File: src/rtl/uart_pkg.sv
// Shared UART definitions: receiver FSM states, frame constants and default bit timing.
package uart_pkg;

    localparam int UART_DATA_BITS            = 8;
    localparam int CORE_CLK_HZ               = 48_000_000;
    localparam int UART_BAUD_DEFAULT         = 57_600;
    localparam int UART_CLKS_PER_BIT_DEFAULT = CORE_CLK_HZ / UART_BAUD_DEFAULT;

    typedef enum logic [1:0] {
        IDLE,
        START,
        DATA,
        STOP
    } uart_state_e;

    function automatic logic maj3(input logic a, input logic b, input logic c);
        return (a & b) | (a & c) | (b & c);
    endfunction

endpackage

File: src/rtl/sync_2ff.sv
// Two-flop synchronizer for asynchronous single-bit inputs; RST_VAL sets the reset level
// so an idle line does not look like an edge coming out of reset.
module sync_2ff #(
    parameter logic RST_VAL = 1'b0
) (
    input  logic clk,
    input  logic rst_n,
    input  logic d,
    output logic q
);

    logic meta_q;
    logic sync_q;

    always_ff @(posedge clk or negedge rst_n) begin
        if (!rst_n) begin
            meta_q <= RST_VAL;
            sync_q <= RST_VAL;
        end else begin
            meta_q <= d;
            sync_q <= meta_q;
        end
    end

    assign q = sync_q;

endmodule

File: src/rtl/uart_rx_deframer.sv
// 8N1 UART receiver with valid/ready byte output, framing-error and overrun pulses.
// Define UART_RX_MAJORITY_EN to take every bit sample as a 2-of-3 vote over three cycles.
module uart_rx_deframer
    import uart_pkg::*;
#(
    parameter int CLKS_PER_BIT = UART_CLKS_PER_BIT_DEFAULT
) (
    input  logic                      clk,
    input  logic                      rst_n,
    input  logic                      rx,
    output logic [UART_DATA_BITS-1:0] m_data,
    output logic                      m_valid,
    input  logic                      m_ready,
    output logic                      frame_err,
    output logic                      overrun,
    output logic                      busy
);

    localparam int HALF_BIT = CLKS_PER_BIT / 2;
    localparam int CW       = $clog2(CLKS_PER_BIT);
    localparam int IW       = $clog2(UART_DATA_BITS);

    localparam logic [CW-1:0] HALF_LAST = CW'(HALF_BIT - 1);
    localparam logic [CW-1:0] BIT_LAST  = CW'(CLKS_PER_BIT - 1);
    localparam logic [IW-1:0] IDX_LAST  = IW'(UART_DATA_BITS - 1);

    logic rx_s;
    logic rx_q;
    logic samp;

    sync_2ff #(.RST_VAL(1'b1)) u_rx_sync (
        .clk   (clk),
        .rst_n (rst_n),
        .d     (rx),
        .q     (rx_s)
    );

`ifdef UART_RX_MAJORITY_EN
    logic rx_qq;

    always_ff @(posedge clk or negedge rst_n) begin
        if (!rst_n) begin
            rx_q  <= 1'b1;
            rx_qq <= 1'b1;
        end else begin
            rx_q  <= rx_s;
            rx_qq <= rx_q;
        end
    end

    assign samp = maj3(rx_s, rx_q, rx_qq);
`else
    always_ff @(posedge clk or negedge rst_n) begin
        if (!rst_n) rx_q <= 1'b1;
        else        rx_q <= rx_s;
    end

    assign samp = rx_s;
`endif

    // The synchronizer comes out of reset at 1, so a line that is already low would look
    // like a falling edge; edge detection stays disarmed until a real high has been seen.
    logic [1:0] settle_q;
    logic       armed_q;

    always_ff @(posedge clk or negedge rst_n) begin
        if (!rst_n) begin
            settle_q <= 2'd0;
            armed_q  <= 1'b0;
        end else if (settle_q != 2'd2) begin
            settle_q <= settle_q + 2'd1;
        end else if (rx_s) begin
            armed_q <= 1'b1;
        end
    end

    uart_state_e               state_q;
    logic [CW-1:0]             cnt_q;
    logic [IW-1:0]             bit_idx_q;
    logic [UART_DATA_BITS-1:0] shreg_q;
    logic                      good_q;
    logic                      frame_err_q;

    always_ff @(posedge clk or negedge rst_n) begin
        if (!rst_n) begin
            state_q     <= IDLE;
            cnt_q       <= '0;
            bit_idx_q   <= '0;
            shreg_q     <= '0;
            good_q      <= 1'b0;
            frame_err_q <= 1'b0;
        end else begin
            good_q      <= 1'b0;
            frame_err_q <= 1'b0;
            case (state_q)
                IDLE: begin
                    if (armed_q && rx_q && !rx_s) begin
                        state_q <= START;
                        cnt_q   <= '0;
                    end
                end
                START: begin
                    if (cnt_q == HALF_LAST) begin
                        cnt_q     <= '0;
                        bit_idx_q <= '0;
                        state_q   <= samp ? IDLE : DATA;
                    end else begin
                        cnt_q <= cnt_q + 1'b1;
                    end
                end
                DATA: begin
                    if (cnt_q == BIT_LAST) begin
                        cnt_q     <= '0;
                        shreg_q   <= {samp, shreg_q[UART_DATA_BITS-1:1]};
                        bit_idx_q <= bit_idx_q + 1'b1;
                        if (bit_idx_q == IDX_LAST) state_q <= STOP;
                    end else begin
                        cnt_q <= cnt_q + 1'b1;
                    end
                end
                STOP: begin
                    if (cnt_q == BIT_LAST) begin
                        cnt_q       <= '0;
                        state_q     <= IDLE;
                        good_q      <= samp;
                        frame_err_q <= !samp;
                    end else begin
                        cnt_q <= cnt_q + 1'b1;
                    end
                end
                default: state_q <= IDLE;
            endcase
        end
    end

    logic                      m_valid_d, m_valid_q;
    logic [UART_DATA_BITS-1:0] m_data_d, m_data_q;
    logic                      overrun_d, overrun_q;

    // A reload in the same cycle as an accept wins over the clear.
    always_comb begin
        m_valid_d = m_valid_q && !m_ready;
        m_data_d  = m_data_q;
        overrun_d = 1'b0;
        if (good_q) begin
            if (!m_valid_q || m_ready) begin
                m_valid_d = 1'b1;
                m_data_d  = shreg_q;
            end else begin
                overrun_d = 1'b1;
            end
        end
    end

    always_ff @(posedge clk or negedge rst_n) begin
        if (!rst_n) begin
            m_valid_q <= 1'b0;
            m_data_q  <= '0;
            overrun_q <= 1'b0;
        end else begin
            m_valid_q <= m_valid_d;
            m_data_q  <= m_data_d;
            overrun_q <= overrun_d;
        end
    end

    assign m_valid   = m_valid_q;
    assign m_data    = m_data_q;
    assign overrun   = overrun_q;
    assign frame_err = frame_err_q;
    assign busy      = (state_q != IDLE);

endmodule

File: config.mk
export PLATFORM = sky130hd
export DESIGN_NAME = uart_rx_deframer
export DESIGN_NICKNAME = d
export VERILOG_FILES = /design/src/rtl/uart_pkg.sv /design/src/rtl/sync_2ff.sv /design/src/rtl/uart_rx_deframer.sv
export SDC_FILE = /design/constraint.sdc
export NUM_CORES = 1
export LEC_CHECK = 0
export ABC_AREA = 1
export CAP_MARGIN = 20
export CORE_MARGIN = 2
export CORE_UTILIZATION = 50
export DETAILED_ROUTE_END_ITERATION = 10
export GPL_TIMING_DRIVEN = 0
export PLACE_DENSITY = 0.74
export SETUP_SLACK_MARGIN = 0.05
export SLEW_MARGIN = 20
export SYNTH_ARGS = -nofsm -noshare
export SYNTH_HDL_FRONTEND = slang
export SYNTH_SLANG_ARGS = --single-unit
File: constraint.sdc
create_clock -name clk -period 3.2 [get_ports clk]
set_clock_uncertainty 0.2 [all_clocks]
set_input_delay 0.64 -clock clk [delete_from_list [all_inputs] [get_ports clk]]
set_output_delay 0.64 -clock clk [all_outputs]
set_load 0.05 [all_outputs]
After elaboration in Yosys (flattened, before gate mapping)
Cells that the tools add are included.

$add $sub $neg: 3. Eq/ne operators: 12. Muxes and demuxes: 22. Bitwise operators: 1. Reduce and logical (&&, ||, !) cells: 16.

Operators with widths (number): $mux W10 (3); $pmux W10 S3 (1); $mux W2 (6); $ne A2 B2 Y1 const B (6); $add A10 B1 Y10 const B (1); $eq A10 B10 Y1 const B (1); $eq A10 B9 Y1 const B (1); $mux W1 (8); $pmux W2 S4 (1); $mux W3 (2); $pmux W3 S2 (1); $reduce_and A2 Y1 (3); $reduce_and A5 Y1 (1); $eq A2 B2 Y1 const B (2); $reduce_bool A2 Y1 (2); $add A3 B1 Y3 const B (1); $eq A3 B3 Y1 const B (1); $logic_and A1 B1 Y1 (3); $logic_not A1 Y1 (3); $reduce_and A3 Y1 (1); $add A2 B1 Y2 const B (1); $eq A2 B1 Y1 const B (1); $logic_not A2 Y1 (1); $reduce_or A2 Y1 (1); other kinds (2) (2).

Register bits after elaboration: 41. Output and inout bits: 12. Word-level logic and storage cells: 68.

Longest topological paths before layout
Gate-level depths: netlist of the first run.

Depth after elaboration: 4. Gate-level depth with buffers: 9. Gate-level depth less buffers: 9.

Modules after synthesis
A second synthesis of the first run with hierarchy kept.

Cell total of the unflattened synthesis: 203. Area total of the unflattened synthesis: 1885.6 um2.

Modules (own cells, without submodules): uart_rx_deframer (instances 1, cells each 201, area an instance 1833.0 um2); sync_2ff (instances 1, cells each 2, area an instance 52.6 um2).

Worst setup path before layout of the first run
No wires, ideal clock.

Kind: register to register. Start: register (tool-made name). End: register cnt_q[2]. Library setup time: 83 ps. Data arrival time: 1484 ps. Path slack: 1434 ps. Stages on the path, launching flop included: 6. Path buffers: 0. Period minus slack after synthesis: 1766 ps. Path through: dfrtp_1 inv_1 nand2_1 a31oi_1 inv_1 o21ai_0.

RTL lines: to (signal assigned) (line uart_rx_deframer.sv:108) `cnt_q <= cnt_q + 1'b1;`; to (signal assigned) (line uart_rx_deframer.sv:118) `cnt_q <= cnt_q + 1'b1;`; to (signal assigned) (line uart_rx_deframer.sv:128) `cnt_q <= cnt_q + 1'b1;`; to (decl) (line uart_rx_deframer.sv:78) `logic [CW-1:0] cnt_q;`.

==> results of run 1 <==
cell usage after synthesis:
| library cell | number | area (sq um) |
|---|---|---|
| a21o_1 | 1 | 7.51 |
| a21oi_1 | 1 | 5.00 |
| a31oi_1 | 1 | 6.26 |
| buf_6 | 3 | 33.8 |
| clkbuf_1 | 1 | 3.75 |
| clkinv_2 | 1 | 5.00 |
| dfrtp_1 | 38 | 951 |
| dfstp_2 | 3 | 78.8 |
| ha_1 | 5 | 62.6 |
| inv_1 | 26 | 97.6 |
| inv_2 | 1 | 3.75 |
| mux2_2 | 1 | 11.3 |
| nand2_1 | 51 | 191 |
| nand2_2 | 2 | 12.5 |
| nand3_1 | 11 | 55.1 |
| nand3_2 | 1 | 10.0 |
| nand3_4 | 1 | 17.5 |
| nand4_1 | 7 | 43.8 |
| nand4_2 | 1 | 12.5 |
| nor2_1 | 13 | 48.8 |
| nor2_2 | 1 | 6.26 |
| nor3_1 | 1 | 5.00 |
| nor3_4 | 1 | 16.3 |
| nor4_1 | 1 | 6.26 |
| o21ai_0 | 11 | 55.1 |
| o21ai_1 | 6 | 30.0 |
| o21ai_2 | 10 | 87.6 |
| o221ai_1 | 1 | 8.76 |
| or2_2 | 1 | 6.26 |
| xnor2_1 | 1 | 8.76 |
| xor2_1 | 3 | 26.3 |
power by group through the flow:
stage               logic (mW)  registers, mW  clock network, mW
floorplan                0.194          0.612                  0
global placement         0.247          0.622                  0
detailed placement       0.259          0.622                  0
CTS                      0.257          0.613              0.357
global route             0.300          0.621              0.378
finish                   0.254          0.614              0.348
flip-flops by register name, indices dropped and copies added (netlist names), named ones only:
signal and flops:
cnt_q 10, rx_q 1, u_rx_sync.q 1, armed_q 1, state_q 1, bit_idx_q 3, overrun 1, u_rx_sync.meta_q 1
good_q 1, shreg_q 8, settle_q 2, frame_err 1, m_valid 1, m_data 8
cells by family (layout without fill, tap and decap cells):
| family | count (synthesis) | after routing | share of synthesized area |
|---|---|---|---|
| compound gates | 31 | 31 | 0.105 |
| xor+xnor | 4 | 4 | 0.0183 |
| fa+ha+maj | 5 | 5 | 0.0327 |
| buf+inv | 32 | 56 | 0.0752 |
| flops | 41 | 41 | 0.538 |
| mux | 1 | 1 | 0.00588 |
| simple gates | 92 | 92 | 0.225 |
cell usage in the layout, fill, tap and decap left out, types with 2 or more instances in the layout:
cell type        synthesis  routed
nand2_1                 51      51
dfrtp_1                 38      38
inv_1                   26      26
clkdlybuf4s50_1          0      14
nor2_1                  13      13
o21ai_0                 11      11
nand3_1                 11      11
o21ai_2                 10      10
nand4_1                  7       7
o21ai_1                  6       6
clkbuf_8                 0       6
ha_1                     5       5
buf_6                    3       3
xor2_1                   3       3
dfstp_2                  3       3
nand2_2                  2       2
clkbuf_1                 1       2
area by class of cell:
class	instances	area, sq um	share of cell area
inverters	28	106	0.0476
flip-flops and latches	41	1030	0.461
plain buffers	4	37.5	0.0168
repair buffers	16	165	0.0739
multi-input cells	133	741	0.332
clock buffers	7	86.3	0.0387
clock inverters	1	7.51	0.00336
well taps	48	60.1	0.0269
worst max-delay path by stage:
stage / start / endpoint / slack, ns / cells past startpoint
detailed placement: flip-flop / busy / 0.91 / 3
CTS: flip-flop / busy / 0.58 / 3
global placement: rst_n / cnt_q[8]$_DFFE_PN0P_ / 0.30 / 1
global route: flip-flop / busy / 0.48 / 3
floorplan: flip-flop / cnt_q[2]$_DFFE_PN0P_ / 1.43 / 5
finish: flip-flop / busy / 0.59 / 3
per-layer routing:
metal  vias to the layer above  part of all wire  track usage
li1                        708                 -            -
met1                       635              0.47        0.225
met5                         -                 0            0
met2                        19              0.48        0.292
met4                         0             0.019       0.0781
met3                         6             0.037       0.0460
metrics by stage:
| stage | util | area, sq um |
|---|---|---|
| finish | 0.610 | 2230 |
| global route | 0.610 | 2230 |
| CTS | 0.610 | 2230 |
| detailed placement | 0.584 | 2140 |
| global placement | 0.580 | 2120 |
| floorplan | - | 1910 |
==> flow_summary.yaml, run 1 <==
run_status:
  status: "finished, final reports clean"
detailed_routing:
  drt_iter0_drc: 112
  num_vias: 1368
  drt-total-wl_um: 3130
  wl_per_cell_um: 11.3
  drc: 0
  antenna_left: 0
  via_per_inst: 4.92
  firstDrtPassIters: 4
critical_path:
  reg2reg_depth: 8
  crit_buf_inv: 2
  slowest_stage: "clkdlybuf4s50_1"
  critical_path_class: "reg2out"
  r2r_slack_ns: 1.39
  rr_endpoint: "bit_idx_q[0]$_DFFE_PN0P_"
  crit_path_max_fanout: 6
  critical_path.cell_chain: "inv_1 > nand2_1 > clkdlybuf4s50_1"
  cp-end-kind: "primary output"
  slowest_delay_ns: 0.81
  start_kind: "flip-flop"
  r2r_start: "cnt_q[0]$_DFFE_PN0P_"
  cp.arrival_ns: 1.77
  crit_required_ns: 2.36
  cp_top_family: "buffers and inverters"
die:
  die_height_um: 65.9
  coreArea_sq_um: 3660
  die-area_sq_um: 4340
  std_cell_rows: 22
  start_util: 0.523
  die_x_um: 65.9
  io_pins: 16
timing:
  worst_pin_slew_ns: 0.492
  hold_viol_final: 0
  fin_crit_sh: 0.815
  slew_violations: 0
  fin_hold_ws_ns: 0.0219
  fin_crit_ns: 2.61
  fmax_mhz: 383
  setup_viol: 0
  setup-tns-final_ns: 0
  slew_headroom: 0.671
  rsz0062_at_grt: "no"
  fin_ws_ns: 0.591
pwr:
  p_int_mw: 0.827
  finalPower_mw: 1.22
  p_clk_frac: 0.287
  p_comb_frac: 0.209
  p_leak_nw: 1.05
  vdd_drop_max_uv: 360
  p_sw_frac: 0.320
  p_switching_mw: 0.389
  p_seq_frac: 0.505
  powerDensity_nw_per_um2: 544
min_path:
  hold_path_class: "in2async"
cts:
  cts.path.max_buffers: 2
  ctsHoldBuffers: 0
  clkSinkCount: 41
  cts_setup_buffers: 0
  cts_buffers: 5
  clkTransAtPathRegs_ns: 0.07
  post_cts_resized: 0
  htree_levels: 2
  cts_tree: "done"
  clk-insertion-delay-late_ns: 0.29
  cts_root_buf: "clkbuf_8"
place:
  portBuffers: 15
  hpwl_um: 2340
  pre_cts_slack_ns: 0.909
  placed_cells: 270
  gp_congestion: 0.816
yosys:
  yosysUniqueCellTypes: 31
  syn_nets: 215
  syn_avg_cell_area_sq_um: 9.29
  synth-seq-cells: 41
  yosys_warnings: 0
  syn_area_sq_um: 1910
  ys_seq_area_frac: 0.538
  netlist_instances: 206
cells_and_area:
  area_growth_syn_to_layout_pct: 16.7
  final_nets: 238
  final_cells: 278
  drive_gt1_frac: 0.157
  diodes: 0
  fillers: 329
global_route:
  grt_pass1_vias: 1334
  grt_overflow: 0
  grt_usage: 0.179
  grt_pass1_wl_um: 5820
  grt_max_degree: 31
  antenna_found_initial: 0
flow_run:
  cap_violations: 0
No activity file was read; power rests on OpenSTA's default activity.
==> run 2, diff against run 1 <==
Settings changed: PLACE_DENSITY 0.74 to 0.77.
Clock period 3.2 ns to 2.2 ns, I/O delays scaled along.
==> flow_summary.yaml, run 2 (synthesized netlist as in run 1, its figures left out) <==
detailed_routing:
  antenna_left: 0
  wl_per_cell_um: 11.3
  via_per_inst: 4.92
  drc: 0
  firstDrtPassIters: 4
  num_vias: 1373
  drt-total-wl_um: 3160
  drt_iter0_drc: 49
critical_path:
  slowest_delay_ns: 0.81
  crit_path_max_fanout: 2
  cp_top_family: "buffers and inverters"
  critical_path.cell_chain: "clkdlybuf4s50_1"
  critical_path_class: "reg2out"
  slowest_stage: "clkdlybuf4s50_1"
  crit_required_ns: 1.56
  cp.arrival_ns: 1.47
  cp-end-kind: "primary output"
  crit_buf_inv: 1
  start_kind: "flip-flop"
pwr:
  powerDensity_nw_per_um2: 786
  vdd_drop_max_uv: 726
  p_leak_nw: 1.05
die:
  coreArea_sq_um: 3660
  std_cell_rows: 22
  die_height_um: 65.9
  die-area_sq_um: 4340
  io_pins: 16
  start_util: 0.523
  die_x_um: 65.9
global_route:
  grt_max_degree: 29
  grt_pass1_wl_um: 5600
  antenna_found_initial: 0
  grt_usage: 0.172
  grt_overflow: 0
  grt_pass1_vias: 1307
cells_and_area:
  drive_gt1_frac: 0.160
  largest_reg_flops: 10
  register_area_sq_um: 1030
  multiInputGateArea_sq_um: 741
  final_nets: 239
  final_area_sq_um: 2240
  largest-register: "cnt_q"
  final_common_cell: "nand2_1"
  fillers: 312
  diodes: 0
  final_cell_mix: "nand2_1, dfrtp_1, inv_1"
  area_growth_syn_to_layout_pct: 16.9
place:
  dpl_cell_area_sq_um: 2140
  portBuffers: 15
  hpwl_um: 2380
  pre_cts_slack_ns: 0.0964
  gp_congestion: 0.850
cts:
  clkSinkCount: 41
  cts_root_buf: "clkbuf_8"
  clkTransAtPathRegs_ns: 0.08
  htree_levels: 2
  cts_tree: "done"
  clk-insertion-delay-late_ns: 0.29
  cts_buffers: 5
  cts.path.max_buffers: 2
timing:
  fmax_mhz: 475
  fin_ws_ns: 0.0939
  fin_hold_ws_ns: 0.157
  setup_viol: 0
  slew_violations: 0
  fin_crit_sh: 0.957
  slew_headroom: 0.667
  worst_pin_slew_ns: 0.498
  rsz0062_at_grt: "no"
  fin_crit_ns: 2.11
  hold_viol_final: 0
run_status:
  status: "finished, final reports clean"
min_path:
  hold_path_class: "reg2reg"
flow_run:
  cap_violations: 0
[run 2: changes by cell type in the layout (fill, tap and decap cells not counted)]
cell             delta
clkbuf_2            +1
clkdlybuf4s50_1     -1
dlygate4sd3_1       +1
[run 2: routing by layer]
metal  vias to the layer above  wire length, um  GRT usage
li1                        715                -          -
met1                       630             1490      0.219
met2                        26             1540      0.274
met3                         2              126     0.0528
met4                         0               11     0.0677
met5                         -                0          0
[run 2: layout make-up]
class / instances / share of cell area
Buffer: 4 / 0.0168
Clock buffer: 7 / 0.0386
Clock inverter: 1 / 0.00335
Inverter: 28 / 0.0475
Multi-Input combinational cell: 133 / 0.331
Sequential cell: 41 / 0.460
Tap cell: 48 / 0.0268
Timing Repair Buffer: 17 / 0.0760
[run 2: path summary, 6_finish.rpt]
check / to / slack (ns) / depth (start not counted) / start
worst max-delay path: m_data[5] / 0.09 / 1 / m_data[5]$_DFFE_PN0P_
worst min-delay path: u_rx_sync.q$_DFF_PN1_ / 0.16 / 0 / u_rx_sync.meta_q$_DFF_PN1_
worst max register to register: bit_idx_q[0]$_DFFE_PN0P_ / 0.40 / 8 / cnt_q[0]$_DFFE_PN0P_
worst min register to register: u_rx_sync.q$_DFF_PN1_ / 0.16 / 0 / u_rx_sync.meta_q$_DFF_PN1_
max in group asynchronous: rx_q$_DFF_PN1_ / 0.89 / 3 / rst_n
min in group asynchronous: overrun$_DFF_PN0_ / 0.38 / 2 / rst_n
[run 2: power breakdown]
group	total (mW)	internal [mW]	leakage [nW]	switching, mW
clock network	0.500	0.255	0.0445	0.245
registers	0.892	0.819	0.538	0.0732
logic	0.368	0.126	0.469	0.242
total	1.76	1.20	1.05	0.560
[run 2: repair_timing]
| item | 4_1_cts | 5_1_grt |
|---|---|---|
| cloned | 0 | 0 |
| hold buffers | 1 | 0 |
| resized for setup | 2 | 1 |
| endpoints found under the setup margin | 1 | 1 |
| hold endpoints to repair | 13 | 0 |
| setup buffers | 0 | 0 |
[run 2: stage by stage]
stage / total power [mW] / utilization / cells / TNS [ns]
finish: 1.76 / 0.611 / 279 / 0
global route: 1.88 / 0.611 / 279 / 0
CTS: 1.78 / 0.613 / 279 / 0
detailed placement: 1.28 / 0.584 / 270 / 0
global placement: 1.26 / 0.580 / 269 / -19.51
floorplan: 1.17 / - / 206 / 0
